$ cat src/rtl/ast_arb_mux_pkg.sv
// Shared constants, FSM state encodings and drop-counter helpers for the
// round-robin Avalon-ST packet multiplexer.
package ast_arb_mux_pkg;

    localparam int DATA_WIDTH_DEF    = 64;
    localparam int CHANNEL_WIDTH_DEF = 8;
    localparam int RX_DIR_DEF        = 4;

    localparam logic [0:0] ST_IDLE   = 1'b0;
    localparam logic [0:0] ST_LOCKED = 1'b1;

    function automatic logic [5:0] popcount32(input logic [31:0] vec);
        logic [5:0] cnt;
        cnt = 6'd0;
        for (int i = 0; i < 32; i++) begin
            cnt = cnt + {5'd0, vec[i]};
        end
        return cnt;
    endfunction

    // Saturating add keeps the drop counter pinned at all-ones instead of wrapping.
    function automatic logic [15:0] sat_add16(input logic [15:0] a, input logic [5:0] b);
        logic [16:0] sum;
        sum = {1'b0, a} + {11'd0, b};
        return sum[16] ? 16'hFFFF : sum[15:0];
    endfunction

endpackage

$ cat src/rtl/ast_rr_arb.sv
// Round-robin request arbiter: combinational scan from the pointer upwards
// with wrap, plus the pointer register that moves past the last winner.
module ast_rr_arb
    import ast_arb_mux_pkg::*;
#(
    parameter int N     = RX_DIR_DEF,
    parameter int IDX_W = 2
) (
    input  logic             clk,
    input  logic             rst_n,
    input  logic [N-1:0]     req,
    input  logic             adv,
    input  logic [IDX_W-1:0] adv_idx,
    output logic             grant_vld,
    output logic [IDX_W-1:0] grant_idx,
    output logic [N-1:0]     grant_oh
);

    logic [IDX_W-1:0] ptr_r;
    logic [IDX_W-1:0] ptr_nxt_s;

    // First requester found at or above the pointer wins.
    always_comb begin
        int cand;
        grant_vld = 1'b0;
        grant_idx = {IDX_W{1'b0}};
        grant_oh  = {N{1'b0}};
        cand      = 0;
        for (int i = 0; i < N; i++) begin
            cand = int'(ptr_r) + i;
            if (cand >= N) begin
                cand = cand - N;
            end else begin
                cand = cand;
            end
            if (!grant_vld && req[cand]) begin
                grant_vld      = 1'b1;
                grant_idx      = IDX_W'(cand);
                grant_oh[cand] = 1'b1;
            end else begin
                grant_vld = grant_vld;
            end
        end
    end

    // With a single input this always evaluates to zero, pinning the pointer.
    assign ptr_nxt_s = (int'(adv_idx) >= N - 1) ? {IDX_W{1'b0}} : IDX_W'(int'(adv_idx) + 1);

    // Pointer moves just past the input whose packet has completed.
    always_ff @(posedge clk or negedge rst_n) begin
        if (!rst_n) begin
            ptr_r <= {IDX_W{1'b0}};
        end else if (adv) begin
            ptr_r <= ptr_nxt_s;
        end
    end

endmodule

$ cat src/rtl/ast_arb_mux.sv
// Packet-level round-robin Avalon-ST multiplexer with one output register stage.
// Optional stray-beat dropping and drop counter: define AST_ARB_MUX_STRAY_DROP_EN.
module ast_arb_mux
    import ast_arb_mux_pkg::*;
#(
    parameter int DATA_WIDTH    = DATA_WIDTH_DEF,
    parameter int CHANNEL_WIDTH = CHANNEL_WIDTH_DEF,
    parameter int EMPTY_WIDTH   = $clog2(DATA_WIDTH / 8),
    parameter int RX_DIR        = RX_DIR_DEF,
    parameter int DIR_SEL_WIDTH = (RX_DIR == 1) ? 1 : $clog2(RX_DIR)
) (
    input  logic                                  clk_i,
    input  logic                                  arst_n_i,
    input  logic [RX_DIR-1:0][DATA_WIDTH-1:0]     ast_data_i,
    input  logic [RX_DIR-1:0]                     ast_startofpacket_i,
    input  logic [RX_DIR-1:0]                     ast_endofpacket_i,
    input  logic [RX_DIR-1:0]                     ast_valid_i,
    input  logic [RX_DIR-1:0][EMPTY_WIDTH-1:0]    ast_empty_i,
    input  logic [RX_DIR-1:0][CHANNEL_WIDTH-1:0]  ast_channel_i,
    output logic [RX_DIR-1:0]                     ast_ready_o,
    output logic [DATA_WIDTH-1:0]                 ast_data_o,
    output logic                                  ast_startofpacket_o,
    output logic                                  ast_endofpacket_o,
    output logic                                  ast_valid_o,
    output logic [EMPTY_WIDTH-1:0]                ast_empty_o,
    output logic [CHANNEL_WIDTH-1:0]              ast_channel_o,
    input  logic                                  ast_ready_i,
    output logic [DIR_SEL_WIDTH-1:0]              ast_dir_o
`ifdef AST_ARB_MUX_STRAY_DROP_EN
    ,
    output logic [15:0]                           drop_cnt_o
`endif
);

    logic [0:0]               state_r, state_nxt_s;
    logic [DIR_SEL_WIDTH-1:0] sel_r, sel_nxt_s, beat_idx_s, grant_idx_s, adv_idx_s;
    logic [RX_DIR-1:0]        req_s, grant_oh_s, ready_s;
    logic                     grant_vld_s, accept_s, load_s, adv_s;

    logic [DATA_WIDTH-1:0]    data_r;
    logic                     sop_r, eop_r, valid_r;
    logic [EMPTY_WIDTH-1:0]   empty_r;
    logic [CHANNEL_WIDTH-1:0] channel_r;
    logic [DIR_SEL_WIDTH-1:0] dir_r;

    assign load_s = !valid_r || ast_ready_i;
    assign req_s  = ast_valid_i & ast_startofpacket_i;

    ast_rr_arb #(
        .N     (RX_DIR),
        .IDX_W (DIR_SEL_WIDTH)
    ) u_rr_arb (
        .clk       (clk_i),
        .rst_n     (arst_n_i),
        .req       (req_s),
        .adv       (adv_s),
        .adv_idx   (adv_idx_s),
        .grant_vld (grant_vld_s),
        .grant_idx (grant_idx_s),
        .grant_oh  (grant_oh_s)
    );

    // Ownership FSM: grant on SOP, hold the owner until its EOP transfers.
    always_comb begin
        state_nxt_s = state_r;
        sel_nxt_s   = sel_r;
        ready_s     = {RX_DIR{1'b0}};
        accept_s    = 1'b0;
        beat_idx_s  = sel_r;
        adv_s       = 1'b0;
        adv_idx_s   = sel_r;
        case (state_r)
            ST_IDLE: begin
                beat_idx_s = grant_idx_s;
                adv_idx_s  = grant_idx_s;
                if (grant_vld_s && load_s) begin
                    ready_s  = grant_oh_s;
                    accept_s = 1'b1;
                    if (ast_endofpacket_i[grant_idx_s]) begin
                        adv_s = 1'b1;
                    end else begin
                        state_nxt_s = ST_LOCKED;
                        sel_nxt_s   = grant_idx_s;
                    end
                end else begin
                    ready_s = {RX_DIR{1'b0}};
                end
            end
            ST_LOCKED: begin
                ready_s[sel_r] = load_s;
                accept_s       = ast_valid_i[sel_r] && load_s;
                if (accept_s && ast_endofpacket_i[sel_r]) begin
                    state_nxt_s = ST_IDLE;
                    adv_s       = 1'b1;
                end else begin
                    state_nxt_s = ST_LOCKED;
                end
            end
            default: begin
                state_nxt_s = ST_IDLE;
            end
        endcase
    end

`ifdef AST_ARB_MUX_STRAY_DROP_EN
    logic [RX_DIR-1:0] drop_s;
    logic [15:0]       drop_cnt_r;

    assign drop_s      = (state_r == ST_IDLE) ? (ast_valid_i & ~ast_startofpacket_i) : {RX_DIR{1'b0}};
    assign ast_ready_o = (ready_s | drop_s) & {RX_DIR{arst_n_i}};
    assign drop_cnt_o  = drop_cnt_r;

    // Counts discarded mid-packet beats seen while no packet is owned.
    always_ff @(posedge clk_i or negedge arst_n_i) begin
        if (!arst_n_i) begin
            drop_cnt_r <= 16'h0000;
        end else begin
            drop_cnt_r <= sat_add16(drop_cnt_r, popcount32(32'(drop_s)));
        end
    end
`else
    // Ready is forced low while reset is asserted so no source sees a transfer.
    assign ast_ready_o = ready_s & {RX_DIR{arst_n_i}};
`endif

    // FSM state and owning input.
    always_ff @(posedge clk_i or negedge arst_n_i) begin
        if (!arst_n_i) begin
            state_r <= ST_IDLE;
            sel_r   <= {DIR_SEL_WIDTH{1'b0}};
        end else begin
            state_r <= state_nxt_s;
            sel_r   <= sel_nxt_s;
        end
    end

    // Output register: loads whenever empty or draining, otherwise holds.
    always_ff @(posedge clk_i or negedge arst_n_i) begin
        if (!arst_n_i) begin
            valid_r   <= 1'b0;
            data_r    <= {DATA_WIDTH{1'b0}};
            sop_r     <= 1'b0;
            eop_r     <= 1'b0;
            empty_r   <= {EMPTY_WIDTH{1'b0}};
            channel_r <= {CHANNEL_WIDTH{1'b0}};
            dir_r     <= {DIR_SEL_WIDTH{1'b0}};
        end else if (load_s) begin
            valid_r <= accept_s;
            if (accept_s) begin
                data_r    <= ast_data_i[beat_idx_s];
                sop_r     <= ast_startofpacket_i[beat_idx_s];
                eop_r     <= ast_endofpacket_i[beat_idx_s];
                empty_r   <= ast_empty_i[beat_idx_s];
                channel_r <= ast_channel_i[beat_idx_s];
                dir_r     <= beat_idx_s;
            end
        end
    end

    assign ast_valid_o         = valid_r;
    assign ast_data_o          = data_r;
    assign ast_startofpacket_o = sop_r;
    assign ast_endofpacket_o   = eop_r;
    assign ast_empty_o         = empty_r;
    assign ast_channel_o       = channel_r;
    assign ast_dir_o           = dir_r;

endmodule

$ cat config.mk
export PLATFORM = sky130hd
export DESIGN_NAME = ast_arb_mux
export DESIGN_NICKNAME = d
export VERILOG_FILES = /design/src/rtl/ast_arb_mux_pkg.sv /design/src/rtl/ast_rr_arb.sv /design/src/rtl/ast_arb_mux.sv
export SDC_FILE = /design/constraint.sdc
export NUM_CORES = 1
export LEC_CHECK = 0
export CAP_MARGIN = 20
export CORE_AREA = 2 2 155 157
export CTS_CLUSTER_SIZE = 30
export DETAILED_ROUTE_END_ITERATION = 8
export DIE_AREA = 0 0 157 159
export MAX_ROUTING_LAYER = met4
export PLACE_DENSITY = 0.67
export REMOVE_ABC_BUFFERS = 1
export SLEW_MARGIN = 20
export SYNTH_ARGS = -nofsm -noshare
export SYNTH_HDL_FRONTEND = slang
export SYNTH_SLANG_ARGS = --single-unit
$ cat constraint.sdc
create_clock -name clk_i -period 6.2 [get_ports clk_i]
set_input_delay 1.24 -clock clk_i [delete_from_list [all_inputs] [get_ports clk_i]]
set_output_delay 1.24 -clock clk_i [all_outputs]
set_load 0.03 [all_outputs]
Word-level counts from Yosys, hierarchy flattened

Cells that the tools add are included.
W data, S select, Z words.

ROM bits: 0
Latch bits: 0
Word-level logic and storage cells: 129
Bits of input ports: 315
Memories: 0
Flip-flop bits (word level): 85
Memory bits (writable): 0

Shift operators: 0
Bitwise logic cells: 8
Multiplexer cells: 68
Multiply operators: 0
Order comparisons: 17
Reduce and logical (&&, ||, !) cells: 18
Equal/unequal tests: 0
Div/mod/pow operators: 0
$add $sub $neg: 8

Operators by type and width:

| cell                    | count |
|---|---|
| $bmux W64 S2            | 1 |
| $ge A32 B1 Y1 const B   | 4 |
| $lt A32 B4 Y1 const B   | 4 |
| $mux W32                | 4 |
| $ge A32 B4 Y1 const B   | 3 |
| $sub A32 B4 Y32 const B | 3 |
| $mux W64                | 1 |
| $mux W1                 | 29 |
| $mux W4                 | 5 |
| $bmux W1 S2             | 9 |
| $bmux W8 S2             | 1 |
| $and A4 B4 Y4           | 3 |
| $mux W2                 | 6 |
| $or A4 B4 Y4            | 3 |
| $logic_and A1 B1 Y1     | 11 |
| $demux W1 S2            | 5 |
| $lt A2 B3 Y1 const B    | 3 |
| $mux W8                 | 1 |
| $pmux W4 S2             | 1 |
| $add A2 B2 Y3 const B   | 2 |
| $bmux W3 S2             | 1 |
| $pmux W1 S2             | 3 |
| $logic_not A1 Y1        | 4 |
| $sub A2 B3 Y4 const B   | 1 |
| other kinds (10)        | 11 |

Depth between registers and ports, before layout

Gate-level depths: netlist (run 1).

Depth after elaboration: 20
Mapped depth: 12

By module

From an unflattened synthesis (run 1), not the netlist that was laid out.

Cell total of the unflattened synthesis: 541
Area, all modules: 6801.5 sq um

By module, submodules not included:

| module      | cells each | seq. area each (sq um) | times used | area an instance (sq um) |
|---|---|---|---|---|
| ast_arb_mux | 460        | 2077.0                 | 1          | 6072.1 |
| ast_rr_arb  | 81         | 50.0                   | 1          | 729.4 |

Worst setup path after synthesis (run 1)

No wires, ideal clock.

Kind: input -> output
From: input port ast_valid_i[0]
To: output port ast_ready_o[0]
Stages on the path: 6
Data required time: 4.960 ns
Path slack: 1.752 ns
Arrival: 3.208 ns
Path through: nand2_1 -> mux4_2 -> nor3_2 -> buf_2 -> a221oi_1 -> a221oi_1

Cells in the longest elaborated chain, start to end: 18

Ends and longest elaborated chain:

| element                                     | RTL line           | text |
|---|---|---|
| start, declared                             | ast_arb_mux.sv:17  | `input logic [RX_DIR-1:0] ast_valid_i,` |
| $and A4 B4 Y4 *                             | ast_arb_mux.sv:47  | `assign req_s = ast_valid_i & ast_startofpacket_i;` |
| $bmux W1 S2                                 | ast_rr_arb.sv:36   | `if (!grant_vld && req[cand]) begin` |
| $mux W1 (implied by the code) (2 in series) | ast_rr_arb.sv:36   |  |
| $mux W1                                     | ast_rr_arb.sv:36   |  |
| $logic_not A1 Y1                            | ast_rr_arb.sv:36   |  |
| $logic_and A1 B1 Y1                         | ast_rr_arb.sv:36   |  |
| $mux W1                                     | ast_rr_arb.sv:36   |  |
| $logic_not A1 Y1                            | ast_rr_arb.sv:36   |  |
| $logic_and A1 B1 Y1                         | ast_rr_arb.sv:36   |  |
| $mux W1                                     | ast_rr_arb.sv:36   |  |
| $logic_not A1 Y1                            | ast_rr_arb.sv:36   |  |
| $logic_and A1 B1 Y1                         | ast_rr_arb.sv:36   |  |
| $mux W1                                     | ast_rr_arb.sv:36   |  |
| $logic_and A1 B1 Y1                         | ast_arb_mux.sv:76  | `if (grant_vld_s && load_s) begin` |
| $mux W4 *                                   | ast_arb_mux.sv:76  |  |
| $pmux W4 S2 *                               | ast_arb_mux.sv:72  | `case (state_r)` |
| $and A4 B4 Y4 *                             | ast_arb_mux.sv:123 | `assign ast_ready_o = ready_s & {RX_DIR{arst_n_i}};` |
| end, declared                               | ast_arb_mux.sv:20  | `output logic [RX_DIR-1:0] ast_ready_o,` |

Mark *: on every way between the ends. The rest lies on a longest branch, timed or not. The select of a mux whose other input is x is not followed.

Worst setup path in the final report (run 1)

From: input port ast_valid_i[0]
To: output port ast_ready_o[2]

The elaborated chain is that of the path after synthesis.

==> results of run 1 <==
## kinds of logic after synthesis
| family | Yosys count | share of synthesized area [%] |
|---|---|---|
| and+or+nand+nor | 284 | 15.9 |
| DFF | 85 | 29.1 |
| adders and majority gates | 9 | 1.54 |
| AOI/OAI and AO/OA | 135 | 19.8 |
| muxes | 159 | 27.3 |
| buffers and inverters | 62 | 6.38 |
## worst max-delay path, cell delays in order
cell	delay, ps
clkdlybuf4s50_1	540
nand2_1	180
mux4_2	580
nor3_2	590
a221oi_1	170
a221oi_1	350
clkdlybuf4s50_1	750
## metrics by stage
step / setup slack (ps) / hold slack (ps) / instance area, sq um
finish: 573 / 480 / 11700
global route: 414 / 494 / 11700
CTS: 584 / 488 / 11700
detailed placement: 588 / 470 / 11400
global placement: 627 / 462 / 11400
floorplan: -2230 / 616 / 6870
## cell usage after synthesis (all sizes together) (3+ instances only)
| cell type | instances |
|---|---|
| nand2 | 242 |
| dfrtp | 85 |
| o211ai | 84 |
| mux2 | 80 |
| mux2i | 76 |
| buf | 39 |
| clkbuf | 20 |
| ha | 9 |
| a221oi | 7 |
| nor2 | 7 |
| a31oi | 5 |
| nor3 | 5 |
| o31ai | 5 |
| a22oi | 4 |
| and2 | 4 |
| nand3 | 4 |
| nor2b | 4 |
| o2111ai | 4 |
| o21ai | 4 |
| a21boi | 3 |
| inv | 3 |
| mux4 | 3 |
| nand2b | 3 |
## flip-flops by register name, indices dropped and copies added (netlist names)
name,cells
state_r,1
ast_channel_o,8
ast_data_o,64
sel_r,2
ast_endofpacket_o,1
ast_valid_o,1
ast_dir_o,2
u_rr_arb.ptr_r,2
ast_empty_o,3
ast_startofpacket_o,1
## power by group
part	leakage (nW)	total [mW]	internal [mW]	switching [mW]
logic	3.60	4.24	1.87	2.37
clock network	0.156	0.628	0.393	0.236
registers	1.05	1.04	0.848	0.192
## worst paths after layout
check	from	slack [ps]	cells past startpoint	endpoint
max	ast_valid_i[0]	570	7	ast_ready_o[2]
min	ast_data_o[46]$_DFFE_PN0P_	480	2	ast_data_o[46]$_DFFE_PN0P_
max reg2reg	u_rr_arb.ptr_r[1]$_DFFE_PN0P_	2320	10	ast_data_o[62]$_DFFE_PN0P_
min reg2reg	ast_data_o[46]$_DFFE_PN0P_	480	2	ast_data_o[46]$_DFFE_PN0P_
max in group asynchronous	arst_n_i	4190	2	ast_data_o[46]$_DFFE_PN0P_
min in group asynchronous	arst_n_i	850	1	ast_data_o[11]$_DFFE_PN0P_
## routing by layer
| metal | share of wire, % | wire length [um] |
|---|---|---|
| met1 | 41 | 10600 |
| met2 | 51 | 13100 |
| met3 | 5.7 | 1470 |
| met4 | 2.3 | 585 |
| met5 | 0 | 0 |
## layout make-up
type                            count  share of cell area, %
Inverter                            3                 0.0961
Antenna cell                        1                 0.0214
Multi-Input combinational cell    587                   40.5
Clock inverter                      4                  0.833
Tap cell                          319                   3.41
Clock buffer                       11                   1.99
Timing Repair Buffer              410                   35.0
Sequential cell                    85                   18.2
==> summary.txt, run 1 <==
Clock network
  – Clk sinks: 85
  – Cts bufs inserted: 9
  – PostCTS Resize Cnt: 0
  – Clk slew on worst S/H paths: 60 ps
  – CTS tree: yes
  – Maximum clock insertion buffer count: 2
  – H-tree depth: 3
  – Cts hold-fix bufs: 0
  – CTS Root Cell: clkbuf_16
  – Number of post-CTS setup repair buffers: 0
  – Skew-Pair Late Insertion Delay: 350 ps

Drt
  – Via count: 6,865
  – Routed len/inst: 18.1 um
  – DRT iter0 DRCs: 305
  – Drt drc: 0
  – Via/cell ratio: 4.83
  – Detail Route Antenna Nets: 0
  – Drt first pass iters: 7
  – WL final: 25,700 um

Timing
  – Final min period: 5630 ps
  – Slew Viols, Final: 0
  – Worst slew margin: 45.8%
  – Fin Setup TNS: 0 ps
  – RSZ-0062 raised after global routing: false
  – Achievable Freq: 178 MHz
  – Clock skew: 10.5 ps
  – Worst slew pin tran: 813 ps
  – Period utilization: 90.8%
  – Finish-stage setup viols: 0
  – Final Hold Fails: 0

Worst setup path
  – Critical path required time: 4960 ps
  – Worst setup SP type: input pin
  – Critical path class: input pin to output port
  – CP max FO: 11
  – Crit path DAT: 4390 ps
  – Crit path capture type: output port

Cells and area
  – Layout Area Growth over Synthesis: 60.0%
  – Share of layout cells above drive strength 1: 18.2%
  – Most frequent cells in the layout: clkdlybuf4s50_1, nand2_1, dfrtp_1
  – FILL cells: 2,210
  – Area of the multi-input gates: 4750 sq um
  – Commonest non-fill, non-tap cell in the layout: clkdlybuf4s50_1
  – Reg area: 2130 sq um
  – Non-filler instance count after layout: 1,420
  – Nets: 1,420
  – Final Util: 50.5%

Power
  – Power Density: 504 nW/um^2
  – Power, Total: 5.91 mW
  – Leak: 4.80 nW
  – Maximum VDD drop: 420 uV

Synthesis
  – Synth Flop Type: dfrtp_1
  – Mean Syn Cell Area: 9.97 sq um
  – Post-synthesis cell area: 7320 sq um
  – Post-synth EDFFs: 0
  – Yosys synthesis warning count: 0
  – Sequential element share of the synthesized area: 29.1%
  – Yosys top cell area share: 29.1%
  – Mapped Cells: 734
  – Flops & latches, synth: 85
  – Synth top area cells: dfrtp_1, mux2_4, o211ai_2
  – Number of library cell types mapped by synthesis: 61
  – Area leader, netlist: dfrtp_1
  – Asr flop ratio synth: 100%

Placement
  – Routability cong.: 0.873
  – I/O Buffers: 398
  – Detailed placement HPWL: 19,600 um
  – Post-placement cell count: 1,404

Floorplan
  – Die Y-Extent: 159 um
  – Die ar.: 25,000 sq um
  – Starting Density: 31.6%
  – Die Wd: 157 um
  – I/O Pins: 399
  – Core box area: 23,200 sq um
  – Rows: 56

GRT
  – GRT Residual Overflow: 0
  – GR met3 Demand/Resource: 4.35%
  – Largest net degree at the start of global routing: 82
  – Gr usage total: 20.7%
  – Initial antenna violation count: 1
  – Busiest grt layer: met2
  – GR Util met2: 36.0%
  – Global-route wire length before repair: 39,000 um
  – Vias in the first global route: 7,051
  – Grt met1 use: 23.8%

Hold path
  – Worst min path class: flip-flop to flip-flop

Flow run
  – Max_cap viols: 0

Run status
  – Status: finished, final reports clean
No activity file was read; power rests on OpenSTA's default activity.
==> run 2, diff against run 1 <==
--- a/config.mk
+++ b/config.mk
@@ -11,7 +11,7 @@
 export DETAILED_ROUTE_END_ITERATION = 8
 export DIE_AREA = 0 0 157 159
 export MAX_ROUTING_LAYER = met4
-export PLACE_DENSITY = 0.67
+export PLACE_DENSITY = 0.7
 export REMOVE_ABC_BUFFERS = 1
 export SLEW_MARGIN = 20
 export SYNTH_ARGS = -nofsm -noshare
==> constraint.sdc (replaced) <==
create_clock -name clk_i -period 4.7 [get_ports clk_i]
set_input_delay 0.94 -clock clk_i [delete_from_list [all_inputs] [get_ports clk_i]]
set_output_delay 0.94 -clock clk_i [all_outputs]
set_load 0.03 [all_outputs]
==> run 2 against run 1 <==
  * Via count rose by 1.7%
  * Global-route usage fell by 0.31 points
  * Die area did not move
  * Utilization rose by 0.12 points
  * Cell count rose by 0.28%
  * Non-clock buffer count rose by 4
  * Clock skew rose by 3.7 ps
  * Clock power rose by 19%
  * Routed wire length fell by 1.4%
  * Combinational power rose by 33%
  * Sequential power rose by 30%
  * Largest power group unchanged
==> summary.txt, run 2 (synthesized netlist as in run 1, its figures left out) <==
Run status
  – Status: finished, final reports clean

Clock network
  – CTS Root Cell: clkbuf_16
  – CTS tree: yes
  – Cts bufs inserted: 9 (unchanged)
  – Maximum clock insertion buffer count: 2 (unchanged)
  – Skew-Pair Late Insertion Delay: 340 ps (about the same)
  – Clk sinks: 85 (unchanged)
  – H-tree depth: 3 (unchanged)
  – Clk slew on worst S/H paths: 60 ps (about the same)
  – Cts hold-fix bufs: 0 (unchanged)
  – PostCTS Resize Cnt: 0 (unchanged)
  – Number of post-CTS setup repair buffers: 0 (unchanged)

Cells and area
  – Max reg flops: 64 (unchanged)
  – Diode count: 0 (-1)
  – Commonest non-fill, non-tap cell in the layout: clkdlybuf4s50_1
  – Share of layout cells above drive strength 1: 19.0% (+0.82 points)
  – Most frequent cells in the layout: clkdlybuf4s50_1, nand2_1, dfrtp_1
  – Nets: 1,424 (+0.28%)
  – Post-route cell area: 11,700 sq um (+0.23%)
  – Layout Area Growth over Synthesis: 60.4%
  – Final Util: 50.6% (+0.12 points)

Power
  – Clk pwr share: 9.7% (-0.9 points)
  – Switching part of the total: 47.5% (+0.18 points)
  – Maximum VDD drop: 420 uV (about the same)
  – Cell-internal power: 4.06 mW (+30%)
  – Leak: 4.82 nW (+0.55%)
  – Sequential share of power: 17.5% (about the same)
  – Power Density: 658 nW/um^2 (+31%)
  – Net Sw Power: 3.67 mW (+31%)
  – Combinational Power Share: 72.8% (+1.0 points)

Timing
  – Worst slew pin tran: 1010 ps (+199 ps)
  – Worst hold margin: 483 ps (+2.79 ps)
  – Clock skew: 14.2 ps (+3.67 ps)
  – Achievable Freq: 231 MHz
  – Worst slew margin: 32.3% (-14 points)
  – RSZ-0062 raised after global routing: false
  – Final Hold Fails: 0 (unchanged)
  – Finish-stage setup viols: 0 (unchanged)
  – Slew Viols, Final: 0 (unchanged)
  – Final min period: 4330 ps
  – Period utilization: 92.1%
  – Setup ws final: 370 ps (-204 ps)

Placement
  – Pre-CTS setup slack: 98.1 ps (-490 ps)
  – I/O Buffers: 398 (unchanged)
  – Dpl cell area: 11,400 sq um (+0.51%)
  – Routability cong.: 0.889 (+1.8%)
  – Detailed placement HPWL: 19,500 um (-0.98%)

GRT
  – GRT Residual Overflow: 0 (unchanged)
  – Global-route wire length before repair: 39,000 um (about the same)
  – Initial antenna violation count: 0 (-1)
  – Largest net degree at the start of global routing: 85 (+3.7%)
  – Vias in the first global route: 7,289 (+3.4%)
  – Gr usage total: 20.4% (-0.31 points)

Worst setup path
  – Crit path DAT: 3390 ps (-1000 ps)
  – Top delay family on crit path: simple AND/OR/NAND/NOR gates
  – CP max FO: 9 (-2)
  – Critical-path cell list: clkdlybuf4s50_1 > nand2_2 > mux4_2 > nor3_2 > a221o_1 > a221oi_1 > nor3_1 > buf_4
  – Worst setup SP type: input pin
  – Critical path class: input pin to output port
  – Critical path required time: 3760 ps (-1200 ps)
  – WP buf/inv: 2 (unchanged)
  – Slowest-stage cell, CP: mux4_2
  – Crit path capture type: output port
  – Slowest stage delay, CP: 570 ps (-180 ps)

Drt
  – Via count: 6,983 (+1.7%)
  – Detail Route Antenna Nets: 0 (unchanged)
  – WL final: 25,300 um (-1.4%)
  – Via/cell ratio: 4.90 (+1.4%)
  – Drt drc: 0 (unchanged)
  – Drt first pass iters: 4 (-3)
  – DRT iter0 DRCs: 264 (-13%)
  – Routed len/inst: 17.8 um (-1.7%)

Floorplan
  – Rows: 56 (unchanged)
  – Die Y-Extent: 159 um (unchanged)
  – Starting Density: 31.6% (unchanged)
  – I/O Pins: 399 (unchanged)
  – Die Wd: 157 um (unchanged)
  – Core box area: 23,200 sq um (unchanged)
  – Die ar.: 25,000 sq um (unchanged)

Hold path
  – Worst min path class: flip-flop to flip-flop

Flow run
  – Max_cap viols: 0 (unchanged)
run 2: cell count changes in the layout (fill, tap and decap cells not counted):
| cell | previous run | this run |
|---|---|---|
| clkinv_4 | 0 | 2 |
| buf_12 | 2 | 5 |
| clkbuf_1 | 2 | 1 |
| buf_4 | 11 | 16 |
| clkdlybuf4s50_1 | 397 | 393 |
| clkbuf_8 | 0 | 1 |
| diode_2 | 1 | 0 |
| bufinv_16 | 3 | 1 |
| clkinv_2 | 0 | 1 |
run 2: power by group through the flow:
stage	Combinational (mW)	Clock [mW]	Sequential, mW
2_1_floorplan	3.50	0	2.02
3_3_place_gp	5.63	0	1.35
3_5_place_dp	5.69	0	1.36
4_1_cts	5.70	0.775	1.35
5_1_grt	6.01	0.801	1.40
6_report	5.63	0.746	1.35
run 2: area by class of cell:
cell class / instances / area [sq um]
fill: 2191 / 11400
multi-input combinational: 587 / 4750
timing repair buffer: 414 / 4150
sequential: 85 / 2130
tap: 319 / 399
clock buffer: 11 / 243
clock inverter: 5 / 60.1
inverter: 3 / 11.3
run 2: metrics by stage:
stage                     instances  total power, mW  TNS [ps]
after floorplan                 675             5.52   -267300
after global placement         1408             6.98         0
after detailed placement       1408             7.05         0
after CTS                      1424             7.83         0
after global routing           1424             8.22         0
final                          1424             7.73         0
run 2: path summary, 6_finish.rpt:
| path | startpoint | end | slack, ps | depth (start not counted) |
|---|---|---|---|---|
| worst max-delay path | ast_startofpacket_i[2] | ast_ready_o[3] | 370 | 8 |
| worst min-delay path | ast_data_o[10]$_DFFE_PN0P_ | ast_data_o[10]$_DFFE_PN0P_ | 480 | 2 |
| worst max register to register | u_rr_arb.ptr_r[1]$_DFFE_PN0P_ | ast_data_o[13]$_DFFE_PN0P_ | 820 | 10 |
| worst min register to register | ast_data_o[10]$_DFFE_PN0P_ | ast_data_o[10]$_DFFE_PN0P_ | 480 | 2 |
| max in group asynchronous | arst_n_i | ast_channel_o[2]$_DFFE_PN0P_ | 2970 | 2 |
| min in group asynchronous | arst_n_i | ast_data_o[43]$_DFFE_PN0P_ | 520 | 1 |
run 2: per-layer routing:
metal,routed length (um),up-vias,global-route usage [%]
met5,0,-,-
met4,793,0,7.71
met2,12900,278,35.2
met3,1430,46,3.38
li1,-,3369,-
met1,10300,3290,23.6
run 2: worst reg2reg max path, cell delays in order, from the launching register on:
cell	delay, ps
dfrtp_1	360
inv_2	90
ha_1	430
a21boi_0	460
nand3_1	160
o22ai_1	310
o31ai_2	170
o21ai_4	800
buf_4	560
mux2_2	400
o211ai_2	60
